===== config.mk =====
export PLATFORM = sky130hd
export DESIGN_NAME = hazard_ctrl
export DESIGN_NICKNAME = d
export VERILOG_FILES = /design/src/rtl/hazard_ctrl.sv
export SDC_FILE = /design/constraint.sdc
export NUM_CORES = 1
export LEC_CHECK = 0
export CAP_MARGIN = 25
export CORE_MARGIN = 2
export CORE_UTILIZATION = 40
export DETAILED_ROUTE_END_ITERATION = 7
export PLACE_DENSITY = 0.87
export SYNTH_ARGS = -nofsm -noshare
export SYNTH_HDL_FRONTEND = slang
export SYNTH_SLANG_ARGS = --single-unit

===== constraint.sdc =====
create_clock -name CLK -period 3.3 [get_ports CLK]
set_input_delay 0.495 -clock CLK [delete_from_list [all_inputs] [get_ports CLK]]
set_output_delay 0.495 -clock CLK [all_outputs]
set_load 0.01 [all_outputs]

===== src/rtl/hazard_ctrl.sv =====
// ----------------------------------------------------------------------------
// hazard_ctrl
//
// Hazard and stall controller for the 5-stage core. It does four jobs:
//   * Selects the Execute-stage forwarding source for each operand. The
//     Memory stage has priority over Writeback, and x0 is never forwarded.
//   * Detects a load-use hazard. It stalls Fetch and Decode and inserts a
//     bubble into Execute.
//   * Flushes Decode and Execute on a branch or jump taken in Execute.
//   * Sequences multi-cycle stalls while the SPI-backed data memory
//     completes a request. The wait is bounded: a timeout falls into a
//     sticky error state that only reset leaves.
//
// Optional build macro:
//   HAZARD_STALL_CNT_EN
//     Defined:   StallCount is a saturating 32-bit count of the clock edges
//                on which StallF is high.
//     Undefined: StallCount is tied to zero.
//
// Parameters:
//   TIMEOUT_CYC  maximum number of cycles spent in MEM_WAIT before MEM_ERR
//   CNT_W        wait counter width; 2**CNT_W must exceed TIMEOUT_CYC
//
// Ports:
//   CLK, RST_N              clock (rising edge), asynchronous active-low reset
//   Rs1D, Rs2D              Decode source registers
//   Rs1E, Rs2E, RdE         Execute register fields
//   ResultSrcE              Execute result source (2'b01 = load)
//   PCSrcE                  taken branch or jump resolved in Execute
//   RdM, RdW                Memory and Writeback destination registers
//   RegWriteM, RegWriteW    Memory and Writeback write enables
//   MemReqM                 load or store present in the Memory stage
//   MemReadyM               SPI memory completion (a pulse or held high)
//   ForwardAE, ForwardBE    2'b00 = register file, 2'b10 = M, 2'b01 = W
//   StallF/D/E/M            hold the PC or the named pipeline register
//   FlushD/E/W              clear the named pipeline register
//   MemErr                  sticky memory timeout flag
//   StallCount              stall-cycle count (see the build macro above)
// ----------------------------------------------------------------------------
module hazard_ctrl #(
  parameter int TIMEOUT_CYC = 1024,
  parameter int CNT_W       = 11
) (
  input  logic        CLK,
  input  logic        RST_N,
  input  logic [4:0]  Rs1D,
  input  logic [4:0]  Rs2D,
  input  logic [4:0]  Rs1E,
  input  logic [4:0]  Rs2E,
  input  logic [4:0]  RdE,
  input  logic [1:0]  ResultSrcE,
  input  logic        PCSrcE,
  input  logic [4:0]  RdM,
  input  logic [4:0]  RdW,
  input  logic        RegWriteM,
  input  logic        RegWriteW,
  input  logic        MemReqM,
  input  logic        MemReadyM,
  output logic [1:0]  ForwardAE,
  output logic [1:0]  ForwardBE,
  output logic        StallF,
  output logic        StallD,
  output logic        StallE,
  output logic        StallM,
  output logic        FlushD,
  output logic        FlushE,
  output logic        FlushW,
  output logic        MemErr,
  output logic [31:0] StallCount
);

  typedef enum logic [1:0] {
    IDLE     = 2'd0,
    MEM_WAIT = 2'd1,
    MEM_ERR  = 2'd2
  } state_t;

  localparam logic [CNT_W-1:0] CNT_LAST = CNT_W'(TIMEOUT_CYC - 1);

  state_t           state_reg, state_next;
  logic [CNT_W-1:0] cnt_reg, cnt_next;

  logic stall_f, stall_d, stall_e, stall_m;
  logic flush_d, flush_e, flush_w;
  logic idle_rules;
  logic lw_stall;

  // --------------------------------------------------------------------------
  // Forwarding. Both operands use identical logic, so one generate loop
  // builds both selectors.
  // --------------------------------------------------------------------------
  logic [4:0] rs_e [2];
  logic [1:0] fwd  [2];

  assign rs_e[0] = Rs1E;
  assign rs_e[1] = Rs2E;

  for (genvar gi = 0; gi < 2; gi++) begin : g_fwd
    logic hit_m, hit_w;
    assign hit_m   = RegWriteM && (RdM != 5'd0) && (RdM == rs_e[gi]);
    assign hit_w   = RegWriteW && (RdW != 5'd0) && (RdW == rs_e[gi]);
    assign fwd[gi] = hit_m ? 2'b10 : (hit_w ? 2'b01 : 2'b00);
  end

  // Load-use hazard: the instruction in Execute is a load, and its
  // destination is a source of the instruction in Decode.
  assign lw_stall = (ResultSrcE == 2'b01) && (RdE != 5'd0) &&
                    ((Rs1D == RdE) || (Rs2D == RdE));

  // --------------------------------------------------------------------------
  // FSM state register and wait counter
  // --------------------------------------------------------------------------
  always_ff @(posedge CLK or negedge RST_N) begin
    if (!RST_N) begin
      state_reg <= IDLE;
      cnt_reg   <= '0;
    end else begin
      state_reg <= state_next;
      cnt_reg   <= cnt_next;
    end
  end

  // --------------------------------------------------------------------------
  // Next-state and control outputs
  // --------------------------------------------------------------------------
  always_comb begin
    state_next = state_reg;
    cnt_next   = cnt_reg;
    stall_f    = 1'b0;
    stall_d    = 1'b0;
    stall_e    = 1'b0;
    stall_m    = 1'b0;
    flush_d    = 1'b0;
    flush_e    = 1'b0;
    flush_w    = 1'b0;
    idle_rules = 1'b0;

    case (state_reg)
      IDLE: begin
        if (MemReqM && !MemReadyM) begin
          // Freeze the whole pipeline from the first cycle of the request.
          // Load-use and branch actions wait until the memory completes.
          state_next = MEM_WAIT;
          cnt_next   = '0;
          stall_f    = 1'b1;
          stall_d    = 1'b1;
          stall_e    = 1'b1;
          stall_m    = 1'b1;
          flush_w    = 1'b1;
        end else begin
          idle_rules = 1'b1;
        end
      end

      MEM_WAIT: begin
        cnt_next = cnt_reg + CNT_W'(1);
        if (MemReadyM) begin
          // Release in the completion cycle. Execute has been frozen, so
          // its branch and load-use conditions are evaluated again now.
          state_next = IDLE;
          idle_rules = 1'b1;
        end else begin
          stall_f = 1'b1;
          stall_d = 1'b1;
          stall_e = 1'b1;
          stall_m = 1'b1;
          flush_w = 1'b1;
          if (cnt_reg == CNT_LAST) begin
            state_next = MEM_ERR;
          end
        end
      end

      MEM_ERR: begin
        // Terminal until reset. MemReadyM is deliberately ignored here.
        stall_f = 1'b1;
        stall_d = 1'b1;
        stall_e = 1'b1;
        stall_m = 1'b1;
        flush_w = 1'b1;
      end

      default: begin
        state_next = IDLE;
      end
    endcase

    if (idle_rules) begin
      // A taken branch discards the stalled instruction anyway, so the
      // branch wins over a load-use stall.
      if (PCSrcE) begin
        flush_d = 1'b1;
        flush_e = 1'b1;
      end else if (lw_stall) begin
        stall_f = 1'b1;
        stall_d = 1'b1;
        flush_e = 1'b1;
      end
    end
  end

  // --------------------------------------------------------------------------
  // Outputs. While reset is held low, the pipeline is kept flushed and
  // never stalled, independent of the registered state.
  // --------------------------------------------------------------------------
  assign ForwardAE = RST_N ? fwd[0] : 2'b00;
  assign ForwardBE = RST_N ? fwd[1] : 2'b00;
  assign StallF    = RST_N & stall_f;
  assign StallD    = RST_N & stall_d;
  assign StallE    = RST_N & stall_e;
  assign StallM    = RST_N & stall_m;
  assign FlushD    = ~RST_N | flush_d;
  assign FlushE    = ~RST_N | flush_e;
  assign FlushW    = RST_N & flush_w;
  assign MemErr    = (state_reg == MEM_ERR);

  // --------------------------------------------------------------------------
  // Optional stall-cycle counter
  // --------------------------------------------------------------------------
`ifdef HAZARD_STALL_CNT_EN
  logic [31:0] stall_cnt_reg;

  always_ff @(posedge CLK or negedge RST_N) begin
    if (!RST_N) begin
      stall_cnt_reg <= '0;
    end else if (stall_f && (stall_cnt_reg != 32'hFFFF_FFFF)) begin
      stall_cnt_reg <= stall_cnt_reg + 32'd1;
    end
  end

  assign StallCount = stall_cnt_reg;
`else
  assign StallCount = 32'h0;
`endif

endmodule


Word-level counts from Yosys, hierarchy flattened
Cells that the tools add are included.
Storage, ports and cells
  output and inout bits: 44
  flip-flop bits (word level): 13
  memories kept: 0
  logic and storage cells: 65
  bits of input ports: 44
  ROM bits: 0
  bits in writable memories: 0
  bits in latches: 0
Operators by class
  shift-type cells: 0
  div/mod/pow operators: 0
  equality and inequality tests: 12
  bitwise logic cells: 6
  $add $sub $neg: 1
  $lt $le $gt $ge: 0
  muxes and demuxes: 26
  multiply operators: 0
  reductions and logical operators: 18
Operators with widths (number)
  5-bit equality test: 6
  11-bit case mux with 2 select lines: 1
  5-bit nonzero test: 3
  1-bit 2-to-1 mux: 14
  2-bit 2-to-1 mux: 7
  11-bit by 1-bit adder with 11-bit output (second input constant): 1
  11-bit by 10-bit equality test with 1-bit output (second input constant): 1
  11-bit 2-to-1 mux: 1
  1-bit logical AND: 9
  2-bit case mux with 3 select lines: 1
  2-bit by 1-bit equality test with 1-bit output (second input constant): 2
  3-bit inequality test (second input constant): 1
  1-bit case mux with 3 select lines: 1
  3-bit AND reduction: 1
  1-bit bitwise AND: 2
  2-bit equality test (second input constant): 1
  2-bit zero test: 1
  2-bit inequality test (second input constant): 1
  1-bit NOT: 2
  1-bit OR: 2
  1-bit case mux with 2 select lines: 1
  2-bit AND reduction: 1
  2-bit nonzero test: 1
  1-bit zero test: 1
  1-bit logical OR: 1

Logic depth before layout (Yosys ltp)
  depth in word-level cells: 8
  depth in mapped cells: 6
  mapped depth without buffers: 5

Worst setup path before layout
OpenSTA, ideal clock, no wires.
  kind: flip-flop to output port
  start point: register state_reg[0]
  end point: output StallF
  data required time: 2.805 ns
  stages on the path, launching flop included: 7
  arrival: 1.742 ns
  buffers on the path: 2
  slack: 1.063 ns
  cells stage by stage: dfrtp_1 -> buf_6 -> nor2_4 -> o21bai_1 -> or4b_4 -> o41ai_2 -> buf_4
On the way
  longest elaborated chain between the ends: 6
  elaborated cells between the ends (all ways): 9
  those cells by class: eq/ne: 2; mux: 5; bitwise: 1; reduce/logical: 1
RTL lines
  start: declaration: line 80  | state_t state_reg, state_next;
  start signal: assignment: line 118  | state_reg <= state_next;
  2-bit equality test (tied with other cells)
  1-bit case mux with 3 select lines
  1-bit 2-to-1 mux (2 in a row)
  1-bit 2-to-1 mux *
  1-bit bitwise AND *
  end: declaration: line 61  | output logic StallF,
Every way passes the cells marked *; elsewhere a longest branch is shown, timed or not.

Worst setup path in the final report
  start point: input MemReadyM
  end point: output StallD
On the way
  longest elaborated chain between the ends: 8
  elaborated cells between the ends (all ways): 12
  those cells by class: mux: 9; bitwise: 1; reduce/logical: 2
RTL lines
  start: declaration: line 58  | input logic MemReadyM,
  1-bit zero test: line 140  | if (MemReqM && !MemReadyM) begin
  1-bit logical AND: line 140
  1-bit 2-to-1 mux: line 140
  1-bit case mux with 3 select lines: line 138  | case (state_reg)
  1-bit 2-to-1 mux: line 194  | end else if (lw_stall) begin
  1-bit 2-to-1 mux: line 191  | if (PCSrcE) begin
  1-bit 2-to-1 mux *: line 188  | if (idle_rules) begin
  1-bit bitwise AND *: line 209  | assign StallD = RST_N & stall_d;
  end: declaration: line 62  | output logic StallD,
Marked as above.

==> metrics.md <==
| Metric | Value |
|---|---|
| Fraction of final layout cells with drive strength greater than 1 | `5.73%` |
| CP max-delay cell | `clkdlybuf4s50_1` |
| CP endpoint kind | `output pin` |
| Clock share of power | `22.2%` |
| Final critical-path setup slack | `188 ps` |
| Gates resized, CTS repair | `0` |
| Global-route wire length before repair | `5380 um` |
| Vias per Instance | `4.79` |
| Metal3 WL | `155 um` |
| Share of cell area taken by muxes after synthesis | `1.54%` |
| Port Buf Inserts | `55` |
| Top delay family on crit path | `buffers and inverters` |
| Max-slew headroom | `50.6%` |
| Share of the synthesized area in the top cell type | `22.2%` |
| Post-synthesis sequential area ratio | `22.2%` |
| Number of antenna repair diodes | `0` |
| Global placement routability congestion | `0.883` |
| Post-CTS Hold Fix Bufs | `0` |
| Post-layout minimum cycle time | `3110 ps` |
| Buffers and inverters on the worst path | `2` |
| Post-Synth XOR/XNOR Area | `18.0%` |
| Crit path launch | `MemReadyM` |
| Leakage power total | `0.000830 uW` |
| Area added between synthesis and finish | `32.0%` |
| Width of the chip | `64.5 um` |
| Number of rows created at floorplan | `21` |
| TritonCTS Buffers | `3` |
| Highest metal layer used by the detailed router | `met4` |
| Number of iterations in the first detailed-routing pass | `4` |
| Adder-cell area share of the yosys netlist | `0.855%` |
| Most common library cell in the layout ignoring fill and taps | `clkdlybuf4s50_1` |
| Setup bufs post-CTS | `0` |
| Most frequent cells in the layout | `clkdlybuf4s50_1 (55), conb_1 (32), xor2_1 (24), dfrtp_1 (13), o21ai_0 (12)` |
| Post-synthesis cell type with the largest combined area | `dfrtp_1` |
| Estimated wirelength of the detail-placed design | `2700 um` |
| Number of flip-flops in the largest register | `11` |
| Unrepaired setup endpoints after global routing | `no` |
| # nets final | `273` |
| Simple-gate share of the synthesized area | `20.9%` |
| Routed length per placed instance | `11.7 um` |
| Initial antenna violation count | `0` |
| Area of the die | `0.00416 mm^2` |
| Die height | `64.5 um` |
| Io pins | `88` |
| H-tree level count | `1` |
| Total met2 wirelength after detailed routing | `1720 um` |
| Synth Instances | `175` |
| Total power after layout | `456 uW` |
| CP Data Arrival Time | `2620 ps` |
| Sort of element at the start of the critical path | `input pin` |
| Clock Skews | `7.03 ps` |
| Global-route congestion overflow total | `0` |
| P_int | `309 uW` |
| Stage delay of the slowest cell on the critical path | `630 ps` |
| Routed Wire Length | `3190 um` |
| P_sw | `148 uW` |
| Power per unit of standard cell area | `236 mW/mm^2` |
| Clock root buffer master | `clkbuf_4` |
| Routed vias | `1307` |
| Clock tree from TritonCTS | `done` |
| Required time reported for the critical path endpoint | `2800 ps` |
| Number of design rule violations left after detail routing | `0` |
| Final TNS setup | `0 ps` |
| Number of nets still failing antenna checks after routing | `0` |
| Post-synthesis cell area | `0.00146 mm^2` |
| Initial standard-cell utilization of the core | `42.8%` |
| Clk sinks | `13` |
| Maximum resistive drop on vdd | `0.111 mV` |
| Placeable core region | `0.00342 mm^2` |
| Total of warnings raised by yosys | `0` |
| Number of global-route vias before repair | `1244` |
| Origin of the worst min-delay path | `cnt_reg[9]` |
| Comb power frac | `38.2%` |
| Number of max-slew violations in the final report | `0` |
| Worst-Margin Slew | `740 ps` |
| Routed metal-1 wirelength | `1290 um` |
| Compound-cell area share of the yosys netlist | `15.1%` |
| Maximum fanout along the worst path | `4` |
| Total setup violations reported at the end of the flow | `0` |
| Post-synthesis sequential element count | `13` |
| Ranking of synthesized cells by area | `dfrtp_1 (22%), buf_4 (18%), xor2_1 (14%)` |
| Worst hold-check path type | `flip-flop to flip-flop` |
| Series of cell instances along the critical path | `clkdlybuf4s50_1, o21bai_1, or4b_4, o41ai_2, clkdlybuf4s50_1` |
| Clock latency on the worst-skew pair | `280 ps` |
| Fin. Hold Viols | `0` |
| Most Frequent Cell on Critical Path | `clkdlybuf4s50_1` |
| Main combinational cell family by area after synthesis | `buffers and inverters` |
| Sw Share | `32.4%` |
| Clock transition at the registers of the reported paths | `80 ps` |
| Max frequency | `321 MHz` |
| Fraction of the cycle the final worst path needs | `94.3%` |
| Cell Count, Final, Fillers Out | `273` |
| First DRT Iteration DRCs | `49` |
| Number of distinct library cells after synthesis | `41` |
| Clock Path Buffers | `2` |
| Maxcap violations | `0` |
| Number of cells after detailed placement | `269` |
| Global router's overall resource usage | `16.1%` |
| Post-synthesis average cell area | `8.36 um^2` |
| Setup slack at placement | `171 ps` |
| Flop pwr share | `39.6%` |
| Pin count of the biggest net entering global routing | `12` |
| R2r startpoint | `cnt_reg[0]` |
| Outcome | `finished clean` |
| Worst setup path category | `input pin to output pin` |
## final timing paths
kind                               endpoint  slack (ps)  cells after the start
worst min-delay path             cnt_reg[9]         490                      1
worst max-delay path                 StallD         190                      5
min in group asynchronous        cnt_reg[8]         660                      2
worst max register to register  cnt_reg[10]        1620                      5
max in group asynchronous        cnt_reg[0]        2480                      2
worst min register to register   cnt_reg[9]         490                      1
## stage by stage
stage          hold WS [ps]  area, um^2  util, %
4_1_cts                 486        1930     56.5
2_1_floorplan           199        1580        -
3_3_place_gp            470        1900     55.8
6_report                485        1930     56.5
3_5_place_dp            473        1900     55.8
5_1_grt                 531        1930     56.5
## worst reg2reg max path: cells and delay by family, from the launching register on
family	cells	cell delay [ps]
AND/OR/NAND/NOR	3	690
flip-flops	1	400
adder cells (fa/ha/maj)	1	220
AO/OA/AOI/OAI	1	270
## power by group through the flow
| stage | sequential (uW) | combinational [uW] | clock, uW |
|---|---|---|---|
| final | 181 | 174 | 101 |
| after detailed placement | 184 | 174 | 0 |
| after floorplan | 179 | 117 | 0 |
| after global placement | 183 | 171 | 0 |
| after CTS | 181 | 175 | 104 |
| after global routing | 182 | 191 | 108 |
## routing by layer
metal  vias up  GRT usage, %
li1        650             -
met1       600          18.4
met2        55          30.1
met3         2          1.39
met4         0          7.45
met5         -             0
## kinds of logic (layout without fill, tap and decap cells)
group,Yosys count,in the layout
buffers and inverters,43,64
AO/OA/AOI/OAI,31,31
AND/OR/NAND/NOR,54,54
flip-flops,13,13
adder cells (fa/ha/maj),1,1
multiplexers,2,2
other,1,32
XOR/XNOR,30,30
## area by class of cell
cell class	instances	area, um^2
timing repair buffer	57	566
tap	46	57.6
inverter	3	11.3
sequential	13	325
fill	326	1490
multi-input combinational	150	945
clock buffer	4	26.3
## synth_stat cells
library cell / instances
o21bai_1: 3
inv_1: 3
o41ai_2: 1
or4b_4: 1
xnor2_1: 6
and2_1: 4
nand4_1: 3
o21ai_2: 1
buf_4: 35
nor2_1: 10
mux2_2: 2
and2b_1: 1
conb_1: 1
or2b_1: 1
buf_2: 1
a22oi_1: 1
o21ai_0: 12
a22o_1: 3
clkbuf_1: 2
and3_1: 2
a41oi_1: 1
a21boi_0: 1
nor2_4: 1
o31ai_1: 1
or4_1: 3
nor4_1: 4
buf_6: 2
a31oi_1: 2
o2111ai_1: 2
nand2_1: 9
nand3_1: 4
nor4_2: 1
ha_1: 1
and4_1: 1
o21a_1: 1
a31o_2: 1
a221o_1: 1
nor3_1: 6
nor2b_1: 3
xor2_1: 24
dfrtp_1: 13
Power figures use the tool's default switching activity.
